[config.mk]
export PLATFORM = sky130hd
export DESIGN_NAME = axi4lite_slave_regbank_flat
export DESIGN_NICKNAME = d
export VERILOG_FILES = /design/src/rtl/axi4lite_slave_regbank_if.sv /design/src/rtl/axi4lite_slave_regbank.sv /design/src/flat_wrapper.sv
export SDC_FILE = /design/constraint.sdc
export NUM_CORES = 1
export LEC_CHECK = 0
export CAP_MARGIN = 40
export CELL_PAD_IN_SITES_DETAIL_PLACEMENT = 2
export CELL_PAD_IN_SITES_GLOBAL_PLACEMENT = 2
export CORE_MARGIN = 2
export CORE_UTILIZATION = 28
export CTS_CLUSTER_DIAMETER = 150
export DETAILED_ROUTE_END_ITERATION = 8
export GPL_ROUTABILITY_DRIVEN = 0
export GPL_TIMING_DRIVEN = 0
export PLACE_DENSITY = 0.72
export SETUP_SLACK_MARGIN = 0.15
export SLEW_MARGIN = 20
export SYNTH_ARGS = -nofsm -noshare
export SYNTH_HDL_FRONTEND = slang
export SYNTH_SLANG_ARGS = --single-unit
[constraint.sdc]
create_clock -name clk -period 2.1 [get_ports clk]
set_input_delay 0.42 -clock clk [delete_from_list [all_inputs] [get_ports clk]]
set_output_delay 0.42 -clock clk [all_outputs]
set_load 0.005 [all_outputs]
[src/rtl/axi4lite_slave_regbank_if.sv]
// AXI4-Lite bus bundle between a master and the register-bank responder.
// Signal names follow the AXI4-Lite channel naming so existing hookups map one-to-one.
interface axi4lite_slave_regbank_if #(
    parameter int ADDR_WIDTH = 32,
    parameter int DATA_WIDTH = 32
);
    // Write address channel
    logic                    AWVALID;
    logic                    AWREADY;
    logic [ADDR_WIDTH-1:0]   AWADDR;
    logic [2:0]              AWPROT;
    // Write data channel
    logic                    WVALID;
    logic                    WREADY;
    logic [DATA_WIDTH-1:0]   WDATA;
    logic [DATA_WIDTH/8-1:0] WSTRB;
    // Write response channel
    logic                    BVALID;
    logic                    BREADY;
    logic [1:0]              BRESP;
    // Read address channel
    logic                    ARVALID;
    logic                    ARREADY;
    logic [ADDR_WIDTH-1:0]   ARADDR;
    logic [2:0]              ARPROT;
    // Read data channel
    logic                    RVALID;
    logic                    RREADY;
    logic [DATA_WIDTH-1:0]   RDATA;
    logic [1:0]              RRESP;

    modport master (
        output AWVALID, AWADDR, AWPROT, input AWREADY,
        output WVALID, WDATA, WSTRB, input WREADY,
        input  BVALID, BRESP, output BREADY,
        output ARVALID, ARADDR, ARPROT, input ARREADY,
        input  RVALID, RDATA, RRESP, output RREADY
    );

    modport slave (
        input  AWVALID, AWADDR, AWPROT, output AWREADY,
        input  WVALID, WDATA, WSTRB, output WREADY,
        output BVALID, BRESP, input BREADY,
        input  ARVALID, ARADDR, ARPROT, output ARREADY,
        output RVALID, RDATA, RRESP, input RREADY
    );
endinterface

[src/rtl/axi4lite_slave_regbank.sv]
// AXI4-Lite responder backed by NUM_REGS read/write registers.
// AW and W are accepted independently and held until both are present; the write
// commits on the edge where the second one arrives (or both together). Reads are
// served from the pre-write register state, so a same-edge read/write to one
// register returns the old value. Register contents are exported flat on regs_o.
module axi4lite_slave_regbank #(
    parameter int DATA_WIDTH = 32,
    parameter int ADDR_WIDTH = 32,
    parameter int NUM_REGS   = 16
) (
    input  logic                           clk,
    input  logic                           reset,
    axi4lite_slave_regbank_if.slave        bus,
    output logic [NUM_REGS*DATA_WIDTH-1:0] regs_o
);

    localparam int STRB_W = DATA_WIDTH / 8;
    localparam int OFFS_W = $clog2(STRB_W);
    localparam int IDX_W  = $clog2(NUM_REGS);
    // Size of the decoded window in bytes; one extra bit so the compare never wraps.
    localparam logic [ADDR_WIDTH:0] SPAN = (ADDR_WIDTH + 1)'(NUM_REGS * STRB_W);

    typedef enum logic [1:0] {
        RESP_OKAY   = 2'b00,
        RESP_SLVERR = 2'b10
    } resp_e;

    function automatic logic addr_in_range(input logic [ADDR_WIDTH-1:0] a);
        return ({1'b0, a} < SPAN);
    endfunction

    function automatic logic [IDX_W-1:0] addr_index(input logic [ADDR_WIDTH-1:0] a);
        return a[OFFS_W +: IDX_W];
    endfunction

    // Write-side state
    logic                  aw_held_q, aw_held_d;
    logic                  w_held_q,  w_held_d;
    logic [ADDR_WIDTH-1:0] awaddr_q,  awaddr_d;
    logic [DATA_WIDTH-1:0] wdata_q,   wdata_d;
    logic [STRB_W-1:0]     wstrb_q,   wstrb_d;
    logic                  bvalid_q,  bvalid_d;
    resp_e                 bresp_q,   bresp_d;
    logic [DATA_WIDTH-1:0] regs_q [NUM_REGS];
    logic [DATA_WIDTH-1:0] regs_d [NUM_REGS];

    // Read-side state
    logic                  rvalid_q,  rvalid_d;
    logic [DATA_WIDTH-1:0] rdata_q,   rdata_d;
    resp_e                 rresp_q,   rresp_d;

    // Handshake and commit qualifiers
    logic                  aw_hs, w_hs, ar_hs;
    logic                  wr_commit;
    logic [ADDR_WIDTH-1:0] wr_addr;
    logic [DATA_WIDTH-1:0] wr_data;
    logic [STRB_W-1:0]     wr_strb;
    logic                  wr_in_range;
    logic [IDX_W-1:0]      wr_idx;
    logic                  rd_in_range;
    logic [IDX_W-1:0]      rd_idx;

    // Protection attributes carry no meaning for this bank.
    logic unused_prot;
    assign unused_prot = ^{bus.AWPROT, bus.ARPROT};

    assign bus.AWREADY = !aw_held_q && !bvalid_q;
    assign bus.WREADY  = !w_held_q && !bvalid_q;
    assign bus.BVALID  = bvalid_q;
    assign bus.BRESP   = bresp_q;
    assign bus.ARREADY = !rvalid_q;
    assign bus.RVALID  = rvalid_q;
    assign bus.RDATA   = rdata_q;
    assign bus.RRESP   = rresp_q;

    assign aw_hs = bus.AWVALID && bus.AWREADY;
    assign w_hs  = bus.WVALID && bus.WREADY;
    assign ar_hs = bus.ARVALID && bus.ARREADY;

    // Select held or live write payload and decide whether this edge commits.
    always_comb begin
        wr_commit   = (aw_held_q || aw_hs) && (w_held_q || w_hs);
        wr_addr     = aw_held_q ? awaddr_q : bus.AWADDR;
        wr_data     = w_held_q ? wdata_q : bus.WDATA;
        wr_strb     = w_held_q ? wstrb_q : bus.WSTRB;
        wr_in_range = addr_in_range(wr_addr);
        wr_idx      = addr_index(wr_addr);
        rd_in_range = addr_in_range(bus.ARADDR);
        rd_idx      = addr_index(bus.ARADDR);
    end

    // Write channel: capture AW/W, commit byte-strobed update, manage B response.
    always_comb begin
        aw_held_d = aw_held_q;
        w_held_d  = w_held_q;
        awaddr_d  = awaddr_q;
        wdata_d   = wdata_q;
        wstrb_d   = wstrb_q;
        bvalid_d  = bvalid_q;
        bresp_d   = bresp_q;
        regs_d    = regs_q;

        if (bvalid_q && bus.BREADY) begin
            bvalid_d = 1'b0;
        end

        if (wr_commit) begin
            aw_held_d = 1'b0;
            w_held_d  = 1'b0;
            bvalid_d  = 1'b1;
            if (wr_in_range) begin
                bresp_d = RESP_OKAY;
                for (int unsigned b = 0; b < STRB_W; b++) begin
                    if (wr_strb[b]) begin
                        regs_d[wr_idx][b*8 +: 8] = wr_data[b*8 +: 8];
                    end
                end
            end else begin
                bresp_d = RESP_SLVERR;
            end
        end else begin
            if (aw_hs) begin
                aw_held_d = 1'b1;
                awaddr_d  = bus.AWADDR;
            end
            if (w_hs) begin
                w_held_d = 1'b1;
                wdata_d  = bus.WDATA;
                wstrb_d  = bus.WSTRB;
            end
        end
    end

    // Read channel: sample pre-write register value on AR handshake, hold until R handshake.
    always_comb begin
        rvalid_d = rvalid_q;
        rdata_d  = rdata_q;
        rresp_d  = rresp_q;

        if (rvalid_q && bus.RREADY) begin
            rvalid_d = 1'b0;
        end

        if (ar_hs) begin
            rvalid_d = 1'b1;
            if (rd_in_range) begin
                rdata_d = regs_q[rd_idx];
                rresp_d = RESP_OKAY;
            end else begin
                rdata_d = '0;
                rresp_d = RESP_SLVERR;
            end
        end
    end

    // Flatten the register array for downstream logic.
    always_comb begin
        regs_o = '0;
        for (int unsigned i = 0; i < NUM_REGS; i++) begin
            regs_o[i*DATA_WIDTH +: DATA_WIDTH] = regs_q[i];
        end
    end

    // State registers; reset drops any in-flight transaction and partial captures.
    always_ff @(posedge clk) begin
        if (reset) begin
            aw_held_q <= 1'b0;
            w_held_q  <= 1'b0;
            awaddr_q  <= '0;
            wdata_q   <= '0;
            wstrb_q   <= '0;
            bvalid_q  <= 1'b0;
            bresp_q   <= RESP_OKAY;
            rvalid_q  <= 1'b0;
            rdata_q   <= '0;
            rresp_q   <= RESP_OKAY;
            for (int unsigned i = 0; i < NUM_REGS; i++) begin
                regs_q[i] <= '0;
            end
        end else begin
            aw_held_q <= aw_held_d;
            w_held_q  <= w_held_d;
            awaddr_q  <= awaddr_d;
            wdata_q   <= wdata_d;
            wstrb_q   <= wstrb_d;
            bvalid_q  <= bvalid_d;
            bresp_q   <= bresp_d;
            rvalid_q  <= rvalid_d;
            rdata_q   <= rdata_d;
            rresp_q   <= rresp_d;
            regs_q    <= regs_d;
        end
    end

endmodule

[src/flat_wrapper.sv]
// flat-port wrapper written by rule: the top's interface ports become plain ports
module axi4lite_slave_regbank_flat 
#(
    parameter int DATA_WIDTH = 32,
    parameter int ADDR_WIDTH = 32,
    parameter int NUM_REGS   = 16
)
  (clk, reset, regs_o, bus_AWVALID, bus_AWADDR, bus_AWPROT, bus_AWREADY, bus_WVALID, bus_WDATA, bus_WSTRB, bus_WREADY, bus_BVALID, bus_BRESP, bus_BREADY, bus_ARVALID, bus_ARADDR, bus_ARPROT, bus_ARREADY, bus_RVALID, bus_RDATA, bus_RRESP, bus_RREADY);
  axi4lite_slave_regbank_if #(.ADDR_WIDTH(ADDR_WIDTH), .DATA_WIDTH(DATA_WIDTH)) bus_i ();
  input  logic clk;
  input  logic reset;
  output logic [NUM_REGS*DATA_WIDTH-1:0] regs_o;
  input wire logic [$bits(bus_i.AWVALID)-1:0] bus_AWVALID;
  input wire logic [$bits(bus_i.AWADDR)-1:0] bus_AWADDR;
  input wire logic [$bits(bus_i.AWPROT)-1:0] bus_AWPROT;
  output wire logic [$bits(bus_i.AWREADY)-1:0] bus_AWREADY;
  input wire logic [$bits(bus_i.WVALID)-1:0] bus_WVALID;
  input wire logic [$bits(bus_i.WDATA)-1:0] bus_WDATA;
  input wire logic [$bits(bus_i.WSTRB)-1:0] bus_WSTRB;
  output wire logic [$bits(bus_i.WREADY)-1:0] bus_WREADY;
  output wire logic [$bits(bus_i.BVALID)-1:0] bus_BVALID;
  output wire logic [$bits(bus_i.BRESP)-1:0] bus_BRESP;
  input wire logic [$bits(bus_i.BREADY)-1:0] bus_BREADY;
  input wire logic [$bits(bus_i.ARVALID)-1:0] bus_ARVALID;
  input wire logic [$bits(bus_i.ARADDR)-1:0] bus_ARADDR;
  input wire logic [$bits(bus_i.ARPROT)-1:0] bus_ARPROT;
  output wire logic [$bits(bus_i.ARREADY)-1:0] bus_ARREADY;
  output wire logic [$bits(bus_i.RVALID)-1:0] bus_RVALID;
  output wire logic [$bits(bus_i.RDATA)-1:0] bus_RDATA;
  output wire logic [$bits(bus_i.RRESP)-1:0] bus_RRESP;
  input wire logic [$bits(bus_i.RREADY)-1:0] bus_RREADY;
  assign bus_i.AWVALID = bus_AWVALID;
  assign bus_i.AWADDR = bus_AWADDR;
  assign bus_i.AWPROT = bus_AWPROT;
  assign bus_AWREADY = bus_i.AWREADY;
  assign bus_i.WVALID = bus_WVALID;
  assign bus_i.WDATA = bus_WDATA;
  assign bus_i.WSTRB = bus_WSTRB;
  assign bus_WREADY = bus_i.WREADY;
  assign bus_BVALID = bus_i.BVALID;
  assign bus_BRESP = bus_i.BRESP;
  assign bus_i.BREADY = bus_BREADY;
  assign bus_i.ARVALID = bus_ARVALID;
  assign bus_i.ARADDR = bus_ARADDR;
  assign bus_i.ARPROT = bus_ARPROT;
  assign bus_ARREADY = bus_i.ARREADY;
  assign bus_RVALID = bus_i.RVALID;
  assign bus_RDATA = bus_i.RDATA;
  assign bus_RRESP = bus_i.RRESP;
  assign bus_i.RREADY = bus_RREADY;
  axi4lite_slave_regbank #(.DATA_WIDTH(DATA_WIDTH), .ADDR_WIDTH(ADDR_WIDTH), .NUM_REGS(NUM_REGS)) u_core (.clk(clk), .reset(reset), .bus(bus_i), .regs_o(regs_o));
endmodule
==> summary.md, run 1 <==
| Metric | Value |
|---|---|
| Area Overhead vs Synth | 54.2% |
| Final min period | ~2.3 ns |
| Initial DRC count | roughly 1600 |
| Post-synth top area cell | dfxtp_1 |
| Cell-internal power | 0.0208 W |
| Die X | roughly 320 µm |
| Slowest-stage cell, CP | dfxtp_2 |
| Mapped Area | 27500 µm² |
| Clock transition at the registers of the reported paths | about 0.060 ns |
| Final WS setup | -0.151 ns |
| Cell Pwr Density | 672 nW/µm² |
| Fill cells | roughly 9800 |
| Top sig layer | met5 |
| Seq pwr share | 41.5% |
| Pre-CTS setup slack | -1.79 ns |
| LEAKAGE | 20.5 nW |
| Crit-path max cell delay | roughly 0.33 ns |
| Max rail drop VDD | ~0.5 mV |
| # rows | 114 |
| CTS sink cnt | 616 |
| CTS Buf Count | 77 |
| Area of the multi-input gates | 14900 µm² |
| Share of the synthesized area in the top cell type | 44.9% |
| Root buf cell | clkbuf_16 |
| CTS H-Tree Depth | 3 |
| Syn_area_per_cell | ~11 µm² |
| RSZ-0062 raised after global routing | yes |
| Largest net degree at the start of global routing | 12 |
| Met1 Wirelength | roughly 62000 µm |
| Period utilization | 107% |
| Worst Hold Class | in -> reg |
| Final slew viol count | 0 |
| CP Data Arrival Time | ~2.8 ns |
| Placed cell areas | between 30000 and 40000 µm² |
| Initial Util | 28.3% |
| Final hold violation count | 0 |
| Slew headroom | between 40% and 50% |
| Pwr Total | between 0.02 and 0.03 W |
| Met3 WL | approximately 8500 µm |
| Min-delay src | bus_RREADY |
| Yosys warning count | 0 |
| Nets | 3529 |
| Hold_buf cts | 0 |
| CP endpoint kind | flip-flop |
| Met2 WL | approximately 80000 µm |
| Clk_lat worst skew | 0.64 ns |
| Net Sw Frac | 27.1% |
| Total wire length | 160000 µm |
| FF-to-FF setup slack | -0.15 ns |
| Max Fclk | between 400 and 500 MHz |
| Seq/Total Area, Yosys | between 40% and 50% |
| Detail Placement HPWL | ~120000 µm |
| Drt via density | 5.32 |
| Top cells by area, synth | dfxtp_1, mux2i_1, mux4_2 |
| First-pass GRT wire length | about 220000 µm |
| Core ar. | approximately 97000 µm² |
| Crit-path cells | buf_6 > nor4_2 > nand2_1 > o41ai_4 > buf_6 > buf_12 > buf_12 > buf_6 > nand4_4 > buf_12 > mux2i_1 |
| Post-route ant nets | 0 |
| Initial antenna violation count | 14 |
| Via count | between 20000 and 30000 |
| Detailed-route DRC error count | 0 |
| PortBufs | 650 |
| Reg2reg start | u_core.aw_held_q$_SDFFE_PP0P_ |
| Comb pwr share | 11.7% |
| Total negative setup slack | -8.23 ns |
| Max-cap violations | 0 |
| Share of layout cells above drive strength 1 | 24.8% |
| Final setup fails | 204 |
| Max Root-Sink Buffers | 3 |
| Psw | between 0.007 and 0.008 W |
| CTS tree | done |
| Total gr overflow | 0 |
| Crit path kind | reg -> reg |
| First-pass iteration count of the detailed router | 5 |
| WL/cell | 33.7 µm |
| Status | finished, violations left |
| Post-Syn Instances | approximately 2500 |
| Flops & latches, synth | about 620 |
| Vias in the first global route | 27700 |
| Yosys cell types | 45 |
| Clk pwr share | 46.8% |
| GRT Util Overall | between 30 and 40% |
| I/O pin total | about 670 |
| Seq. cell area | between 10000 and 15000 µm² |
| Die H | about 320 µm |
| Die ar. | 101000 µm² |
| Crit Path Max Fanout | 8 |
| Final Instance Area | ~42000 µm² |
| CP Launch Point | u_core.aw_held_q$_SDFFE_PP0P_ |
| Worst setup SP type | flip-flop |
| Skew final | between 0.03 and 0.04 ns |
| Slew @ Worst Pin | 0.784 ns |
| Final core utilization | a little over two fifths |
| Failing checks | negative setup slack |
| CP required | roughly 2.6 ns |
==> power by group through the flow <==
stage / registers (W) / clock network, W / logic (W)
floorplan: 0.0121 / 0 / 0.00139
global placement: 0.0121 / 0 / 0.00242
finish: 0.0118 / 0.0133 / 0.00334
global route: 0.0118 / 0.0140 / 0.00344
CTS: 0.0118 / 0.0135 / 0.00295
detailed placement: 0.0121 / 0 / 0.00258
==> cells in the mapped netlist, drive strengths merged <==
master / instances
a32oi: 4
a21oi: 68
mux2: 63
mux2i: 549
o22ai: 1
inv: 5
nand2: 679
nand3b: 2
nand4: 63
mux4: 128
nor4b: 2
dfxtp: 616
nor4: 17
a32o: 1
a2bb2oi: 2
o41ai: 1
nand3: 2
and3: 1
nor2b: 4
conb: 1
clkinv: 1
o21ai: 1
a211oi: 2
clkbuf: 139
nor3: 4
nor2: 65
nand2b: 1
and4: 4
a22oi: 2
buf: 51
a311oi: 1
and3b: 2
or4: 1
and2b: 2
a221o: 31
==> cell families after synthesis <==
family	count (synthesis)	share of synthesized area, %
AOI/OAI and AO/OA	114	2.86
buffers and inverters	196	3.41
DFF	616	44.9
muxes	740	33.1
other	1	0.0137
and+or+nand+nor	849	15.7
==> stage by stage <==
step | hold slack [ns] | instances
floorplan | 0.433 | 2517
global placement | 0.438 | 4443
detailed placement | 0.449 | 4482
CTS | 0.345 | 4705
global route | 0.383 | 4751
finish | 0.370 | 4751
==> repair_timing <==
action                                   CTS  global route
endpoints found under the hold margin      0             0
resized for setup                        300           298
setup buffers                             84            30
endpoints found under the setup margin  1123          1136
pin swaps                                 80            29
cloned                                     7            11
==> worst paths after layout <==
path	to	cells past startpoint
worst max register to register	u_core.regs_o[488]$_SDFFE_PP0P_	11
worst min register to register	u_core.wdata_q[23]$_SDFFE_PP0P_	2
worst min-delay path	u_core.bus.RVALID$_SDFFE_PP0P_	2
worst max-delay path	u_core.regs_o[488]$_SDFFE_PP0P_	11
==> metal layers <==
layer | global-route usage, % | vias to the layer above
li1 | - | 10700
met1 | 35.4 | 13300
met2 | 53.1 | 880
met3 | 5.41 | 337
met4 | 14.5 | 14
met5 | 0 | -
==> placed cells by master (no fill, tap or decap), types with 5 or more instances in the layout <==
| cell type | netlist | final |
|---|---|---|
| nor4_1 | 16 | 7 |
| a221o_1 | 31 | 31 |
| dlygate4sd2_1 | 0 | 8 |
| clkbuf_8 | 0 | 16 |
| mux2i_1 | 549 | 534 |
| buf_8 | 0 | 21 |
| inv_1 | 5 | 5 |
| clkinv_2 | 0 | 14 |
| nor2_4 | 2 | 37 |
| nand2_1 | 679 | 657 |
| mux4_2 | 128 | 128 |
| clkbuf_16 | 0 | 94 |
| mux2i_2 | 0 | 11 |
| nand2_2 | 0 | 22 |
| clkbuf_1 | 134 | 48 |
| buf_6 | 5 | 54 |
| buf_2 | 23 | 11 |
| clkbuf_2 | 0 | 74 |
| dfxtp_4 | 0 | 23 |
| buf_4 | 9 | 45 |
| buf_12 | 5 | 81 |
| clkdlybuf4s50_1 | 0 | 535 |
| nor2_2 | 2 | 9 |
| nor2_1 | 61 | 19 |
| dlymetal6s2s_1 | 0 | 106 |
| diode_2 | 0 | 6 |
| dfxtp_1 | 616 | 566 |
| mux2_2 | 63 | 63 |
| nand4_4 | 52 | 60 |
| a21oi_1 | 68 | 68 |
| dfxtp_2 | 0 | 27 |
| nor4_2 | 1 | 7 |
| clkbuf_4 | 5 | 22 |
==> layout make-up <==
type	count	share of cell area [%]
multi-input combinational	1705	35.3
sequential	616	29.4
timing repair buffer	820	22.0
clock buffer	110	5.30
tap	1276	3.77
buffer	190	3.69
clock inverter	22	0.520
inverter	6	0.0561
antenna	6	0.0354
==> critical path, delay by kind of cell (launching register included) <==
| family | cells | cell delay [ns] |
|---|---|---|
| and+or+nand+nor | 3 | 0.34 |
| DFF | 1 | 0.33 |
| buffers and inverters | 6 | 0.90 |
| AOI/OAI and AO/OA | 1 | 0.22 |
| muxes | 1 | 0.30 |
==> registers in the layout (all words and copies together) (netlist names) <==
signal,cells
u_core.regs_o,512
u_core.bus.RDATA,32
u_core.wdata_q,32
u_core.awaddr_q,30
u_core.wstrb_q,4
u_core.aw_held_q,1
u_core.bus.BRESP,1
u_core.bus.BVALID,1
u_core.bus.RRESP,1
u_core.bus.RVALID,1
u_core.w_held_q,1
Note: power is estimated with default switching activity, not from simulation.
==> run 2: changes to the inputs <==
Settings changed: CORE_ASPECT_RATIO from default to 2.
==> summary.md, run 2 (synthesis results as in run 1) <==
| Metric | Value |
|---|---|
| Vias in the first global route | 27400 (-1.0%) |
| Fin cells | 4669 (-1.7%) |
| WP buf/inv | 4 (-2) |
| Placed cells | 4445 (-0.83%) |
| Total negative setup slack | -5.16 ns (+3.07 ns) |
| Crit Path Max Fanout | 10 (+2) |
| Total wire length | 151000 µm (-5.7%) |
| Core ar. | 97300 µm² (+0.31%) |
| Share of layout cells above drive strength 1 | 21.5% (-3.3 points) |
| Final hold violation count | 0 (unchanged) |
| Slowest-stage cell, CP | dfxtp_2 |
| Final slew viol count | 0 (unchanged) |
| GRT Util Overall | 29.1% (-1.1 points) |
| CTS tree | done |
| Status | finished, violations left |
| First-pass GRT wire length | 207000 µm (-3.8%) |
| Final WS setup | -0.0848 ns (+0.0667 ns) |
| Placed cell areas | 36200 µm² (+0.18%) |
| Max Fclk | 458 MHz (+3.1%) |
| Cell Pwr Density | 659 nW/µm² (-1.9%) |
| CTS Buf Count | 58 (-25%) |
| Slew headroom | 39.2% (-8.5 points) |
| WL/cell | 32.4 µm (-4.1%) |
| CP endpoint kind | flip-flop |
| Final Instance Area | 41000 µm² (-3.1%) |
| Area Overhead vs Synth | 49.4% |
| Hold path cells | 3 (+1) |
| Most common cell on crit path | buf_12 |
| Root buf cell | clkbuf_16 |
| Drt via density | 5.30 (-0.26%) |
| Detail Placement HPWL | 117000 µm (+0.99%) |
| Max FFs per register | 512 (unchanged) |
| Die ar. | 101000 µm² (+0.15%) |
| Initial Util | 28.2% (-0.087 points) |
| Slew @ Worst Pin | 0.911 ns (+0.127 ns) |
| Hold Worst Slack | 0.359 ns (-0.0109 ns) |
| Period utilization | 104% (-3.2 points) |
| Final min period | 2.18 ns (-0.0667 ns) |
| Max-cap violations | 0 (unchanged) |
| LEAKAGE | 18.1 nW (-12%) |
| Die H | 447 µm (+41%) |
| CTS H-Tree Depth | 2 (-1) |
| Top delay family on crit path | simple AND/OR/NAND/NOR gates |
| WP depth | 9 (-2) |
| CTS sink cnt | 616 (unchanged) |
| Clock transition at the registers of the reported paths | 0.07 ns (about the same) |
| Nets | 3502 (-0.77%) |
| Crit-path max cell delay | 0.34 ns (about the same) |
| CP required | 2.66 ns (+0.07 ns) |
| Crit path kind | reg -> reg |
| Post-route ant nets | 0 (unchanged) |
| Failing checks | negative setup slack |
| Commonest non-fill, non-tap cell in the layout | nand2_1 |
| First-pass iteration count of the detailed router | 5 (unchanged) |
| RSZ-0062 raised after global routing | yes |
| Detailed-route DRC error count | 0 (unchanged) |
| Worst setup SP type | flip-flop |
| Clk_lat worst skew | 0.67 ns (+0.03 ns) |
| Worst-case reg-to-reg path depth | 9 (-2) |
| Max Root-Sink Buffers | 3 (unchanged) |
| Final core utilization | 42.2% (-1.5 points) |
| Initial antenna violation count | 3 (-11) |
| Largest net degree at the start of global routing | 16 (+4) |
| # rows | 162 (+42%) |
| PortBufs | 650 (unchanged) |
| Leading cell types in the layout, fill and taps excluded | nand2_1, clkdlybuf4s50_1, dfxtp_1 |
| Total gr overflow | 0 (unchanged) |
| Initial DRC count | 1304 (-17%) |
| Via count | 24800 (-2.0%) |
| Die X | 225 µm (-29%) |
| CP Data Arrival Time | 2.75 ns (about the same) |
| Worst Hold Class | in -> reg |
| Skew final | 0.0304 ns (-0.00830 ns) |
| Crit-path cells | nor4_4 > nand4_1 > mux2i_4 > buf_12 > buf_12 > buf_12 > nand4_4 > buf_12 > mux2i_1 |
| Final setup fails | 244 (+20%) |
| I/O pin total | 666 (unchanged) |
| Max rail drop VDD | 0.521 mV (+3.9%) |
[run 2: path summary, 6_finish.rpt]
path | startpoint | to | slack [ns]
max | u_core.awaddr_q[29]$_SDFFE_PP0P_ | u_core.regs_o[398]$_SDFFE_PP0P_ | -0.08
min | bus_AWADDR[19] | u_core.awaddr_q[19]$_SDFFE_PP0P_ | 0.36
max reg2reg | u_core.awaddr_q[29]$_SDFFE_PP0P_ | u_core.regs_o[398]$_SDFFE_PP0P_ | -0.08
min reg2reg | u_core.wdata_q[18]$_SDFFE_PP0P_ | u_core.wdata_q[18]$_SDFFE_PP0P_ | 0.45
[run 2: layout make-up]
class	count	area, µm²
fillers	10000	56200
well taps	1230	1540
clock buffers	87	1730
plain buffers	190	1390
clock inverters	22	395
flip-flops and latches	616	12300
repair buffers	812	8880
inverters	6	27.5
multi-input cells	1705	14700
diodes	1	2.50
[run 2: power by group]
part | switching (W) | internal, W | leakage [nW]
Sequential | 0.0000676 | 0.0118 | 4.97
Clock | 0.00507 | 0.00694 | 1.04
Combinational | 0.00206 | 0.00116 | 12.1
[run 2: tightest hold or removal path, delay by kind of cell]
family	cells	cell delay [ns]
AOI/OAI and AO/OA	1	0.05
buffers and inverters	1	0.42
and+or+nand+nor	1	0.06
[run 2: per-layer routing]
layer | routed length (µm) | track usage [%] | vias up
li1 | - | - | 10600
met1 | 56900 | 32.1 | 12800
met2 | 78500 | 54.0 | 980
met3 | 7710 | 4.75 | 319
met4 | 8100 | 13.1 | 2
met5 | 12 | 0 | -
[run 2: per-stage QoR]
step / power (W) / worst slack (ns)
2_1_floorplan: 0.0134 / 0.151
3_3_place_gp: 0.0145 / -2.30
3_5_place_dp: 0.0147 / -1.85
4_1_cts: 0.0269 / -0.108
5_1_grt: 0.0279 / -0.129
6_report: 0.0271 / -0.0848
[run 2: what timing repair did]
item,in CTS,in global routing
gates cloned,4,7
pin swaps,49,27
gates resized for setup,201,96
hold buffers,0,0
buffers inserted,80,23
endpoints found under the setup margin,1163,1148
==> run 3: changes to the inputs <==
Settings changed: CORE_UTILIZATION 28 to 25, PLACE_DENSITY 0.72 to 0.66.
==> summary.md, run 3 (synthesis results as in run 1) <==
| Metric | Value |
|---|---|
| Initial antenna violation count | 17 (+14) |
| CTS H-Tree Depth | 3 (+1) |
| Leading cell types in the layout, fill and taps excluded | nand2_1, mux2i_1, dfxtp_1 |
| Placed cell areas | 36200 µm² (about the same) |
| CP Data Arrival Time | 2.83 ns (+0.08 ns) |
| Slew @ Worst Pin | 0.862 ns (-0.0488 ns) |
| Clock transition at the registers of the reported paths | 0.06 ns (about the same) |
| Post-route ant nets | 0 (unchanged) |
| Min-delay src | bus_AWADDR[18] |
| CTS Buf Count | 66 (+14%) |
| Fin cells | 4856 (+4.0%) |
| Final min period | 2.29 ns (+0.107 ns) |
| Period utilization | 109% (+5.1 points) |
| Cell-internal power | 0.0196 W (-1.1%) |
| Detail Placement HPWL | 126000 µm (+7.8%) |
| Slew headroom | 42.5% (+3.3 points) |
| Hold_buf cts | 0 (unchanged) |
| Crit-path max cell delay | 0.36 ns (+0.02 ns) |
| Detailed-route DRC error count | 0 (unchanged) |
| Area Overhead vs Synth | 54.5% |
| Drt via density | 5.19 (-2.1%) |
| Crit Path Max Fanout | 8 (-2) |
| Total negative setup slack | -7.62 ns (-2.46 ns) |
| Comb pwr share | 12.5% (+0.6 points) |
| WL/cell | 34.8 µm (+7.5%) |
| Psw | 0.00760 W (+5.5%) |
| CTS tree | done |
| Worst setup SP type | flip-flop |
| Clk pwr share | 44.4% (about the same) |
| Most common cell on crit path | buf_12 |
| WHS Endpoint | u_core.awaddr_q[18]$_SDFFE_PP0P_ |
| Root buf cell | clkbuf_16 |
| Hold path cells | 3 (unchanged) |
| Share of layout cells above drive strength 1 | 27.6% (+6.1 points) |
| # rows | 172 (+6.2%) |
| CP required | 2.64 ns (-0.02 ns) |
| Clk_lat worst skew | 0.66 ns (about the same) |
| Final setup fails | 234 (-4.1%) |
| WP buf/inv | 5 (+1) |
| Worst Hold Class | in -> reg |
| Final core utilization | 38.8% (-3.4 points) |
| Worst-case reg-to-reg path depth | 10 (+1) |
| RSZ-0062 raised after global routing | yes |
| Die ar. | 113000 µm² (+12%) |
| Final Instance Area | 42500 µm² (+3.4%) |
| Top delay family on crit path | buffers and inverters |
| Skew final | 0.0257 ns (-0.00463 ns) |
| Failing checks | negative setup slack |
| FF-to-FF setup slack | -0.19 ns (-0.11 ns) |
| Nets | 3526 (+0.69%) |
| Final slew viol count | 0 (unchanged) |
| Core ar. | 109000 µm² (+12%) |
| Slowest-stage cell, CP | mux2i_2 |
| Hold Worst Slack | 0.118 ns (-0.240 ns) |
| Final WS setup | -0.192 ns (-0.107 ns) |
| Final hold violation count | 0 (unchanged) |
| Crit path kind | reg -> reg |
| Reg2reg start | u_core.aw_held_q$_SDFFE_PP0P_ |
| Net Sw Frac | 27.9% (+1.3 points) |
| CP endpoint kind | flip-flop |
| Vias in the first global route | 27400 (-0.055%) |
| Die X | 238 µm (+5.7%) |
| GRT Util Overall | 29.0% (-0.060 points) |
| Max Root-Sink Buffers | 3 (unchanged) |
| LEAKAGE | 20.9 nW (+15%) |
| Die H | 473 µm (+5.8%) |
| First-pass GRT wire length | 228000 µm (+10%) |
| Seq pwr share | 43.1% (-0.6 points) |
| First-pass iteration count of the detailed router | 6 (+1) |
| Initial DRC count | 1215 (-6.8%) |
| CTS sink cnt | 616 (unchanged) |
| Initial Util | 25.1% (-3.1 points) |
| Crit-path cells | buf_8 > nor4_4 > nand2_2 > o41ai_4 > buf_6 > buf_12 > buf_12 > buf_12 > nand4_4 > mux2i_2 |
| Max Fclk | 436 MHz (-4.7%) |
| Total gr overflow | 0 (unchanged) |
| I/O pin total | 666 (unchanged) |
| Status | finished, violations left |
| Total wire length | 169000 µm (+12%) |
| PortBufs | 650 (unchanged) |
| Max FFs per register | 512 (unchanged) |
| Commonest non-fill, non-tap cell in the layout | nand2_1 |
| Largest net degree at the start of global routing | 14 (-2) |
| Via count | 25200 (+1.8%) |
| Reg-to-reg endpoint | u_core.regs_o[223]$_SDFFE_PP0P_ |
| Max-cap violations | 0 (unchanged) |
| Placed cells | 4587 (+3.2%) |
| Cell Pwr Density | 642 nW/µm² (-2.7%) |
| Max rail drop VDD | 0.636 mV (+22%) |
[run 3: power by group through the flow]
stage / logic [W] / clock network (W) / registers (W)
2_1_floorplan: 0.00139 / 0 / 0.0121
3_3_place_gp: 0.00248 / 0 / 0.0121
3_5_place_dp: 0.00259 / 0 / 0.0121
4_1_cts: 0.00311 / 0.0122 / 0.0118
5_1_grt: 0.00351 / 0.0127 / 0.0117
6_report: 0.00341 / 0.0121 / 0.0117
[run 3: cell type report]
| cell class | count | area (µm²) |
|---|---|---|
| timing repair buffer | 828 | 9130 |
| inverter | 6 | 22.5 |
| tap | 1392 | 1740 |
| fill | 11400 | 66900 |
| sequential | 616 | 12700 |
| clock inverter | 17 | 124 |
| buffer | 190 | 1610 |
| clock buffer | 97 | 1990 |
| antenna | 5 | 12.5 |
| multi-input combinational | 1705 | 15200 |
[run 3: metal layers]
metal | up-vias | wire length [µm] | track usage (%)
met5 | - | 98 | 0
met4 | 16 | 6930 | 9.75
met3 | 267 | 16000 | 10.3
met2 | 1111 | 81100 | 49.8
met1 | 13100 | 64900 | 33.3
li1 | 10700 | - | -
[run 3: how the worst max path moves through the flow]
stage	cells past startpoint	startpoint	end
6_report	10	u_core.aw_held_q$_SDFFE_PP0P_	u_core.regs_o[223]$_SDFFE_PP0P_
5_1_grt	10	u_core.aw_held_q$_SDFFE_PP0P_	u_core.regs_o[223]$_SDFFE_PP0P_
4_1_cts	10	u_core.aw_held_q$_SDFFE_PP0P_	u_core.regs_o[220]$_SDFFE_PP0P_
3_5_place_dp	8	reset	u_core.regs_o[168]$_SDFFE_PP0P_
3_3_place_gp	8	reset	u_core.regs_o[283]$_SDFFE_PP0P_
2_1_floorplan	7	bus_AWADDR[18]	u_core.regs_o[127]$_SDFFE_PP0P_
[run 3: stage by stage]
stage / total power (W) / worst slack, ns
3_5_place_dp: 0.0147 / -2.08
6_report: 0.0272 / -0.192
2_1_floorplan: 0.0134 / 0.151
4_1_cts: 0.0271 / -0.101
3_3_place_gp: 0.0146 / -2.22
5_1_grt: 0.0280 / -0.227
[run 3: worst reg2reg max path: stages, from the launching register on]
cell     delay [ns]
dfxtp_2        0.32
buf_8          0.14
nor4_4         0.14
nand2_2        0.10
o41ai_4        0.23
buf_6          0.19
buf_12         0.13
buf_12         0.16
buf_12         0.16
nand4_4        0.25
mux2i_2        0.36
[run 3: repair_timing]
action / 4_1_cts / 5_1_grt
buffers inserted: 111 / 21
pin swaps: 105 / 39
setup endpoints to repair: 1160 / 964
gates cloned: 13 / 5
gates resized for setup: 699 / 235
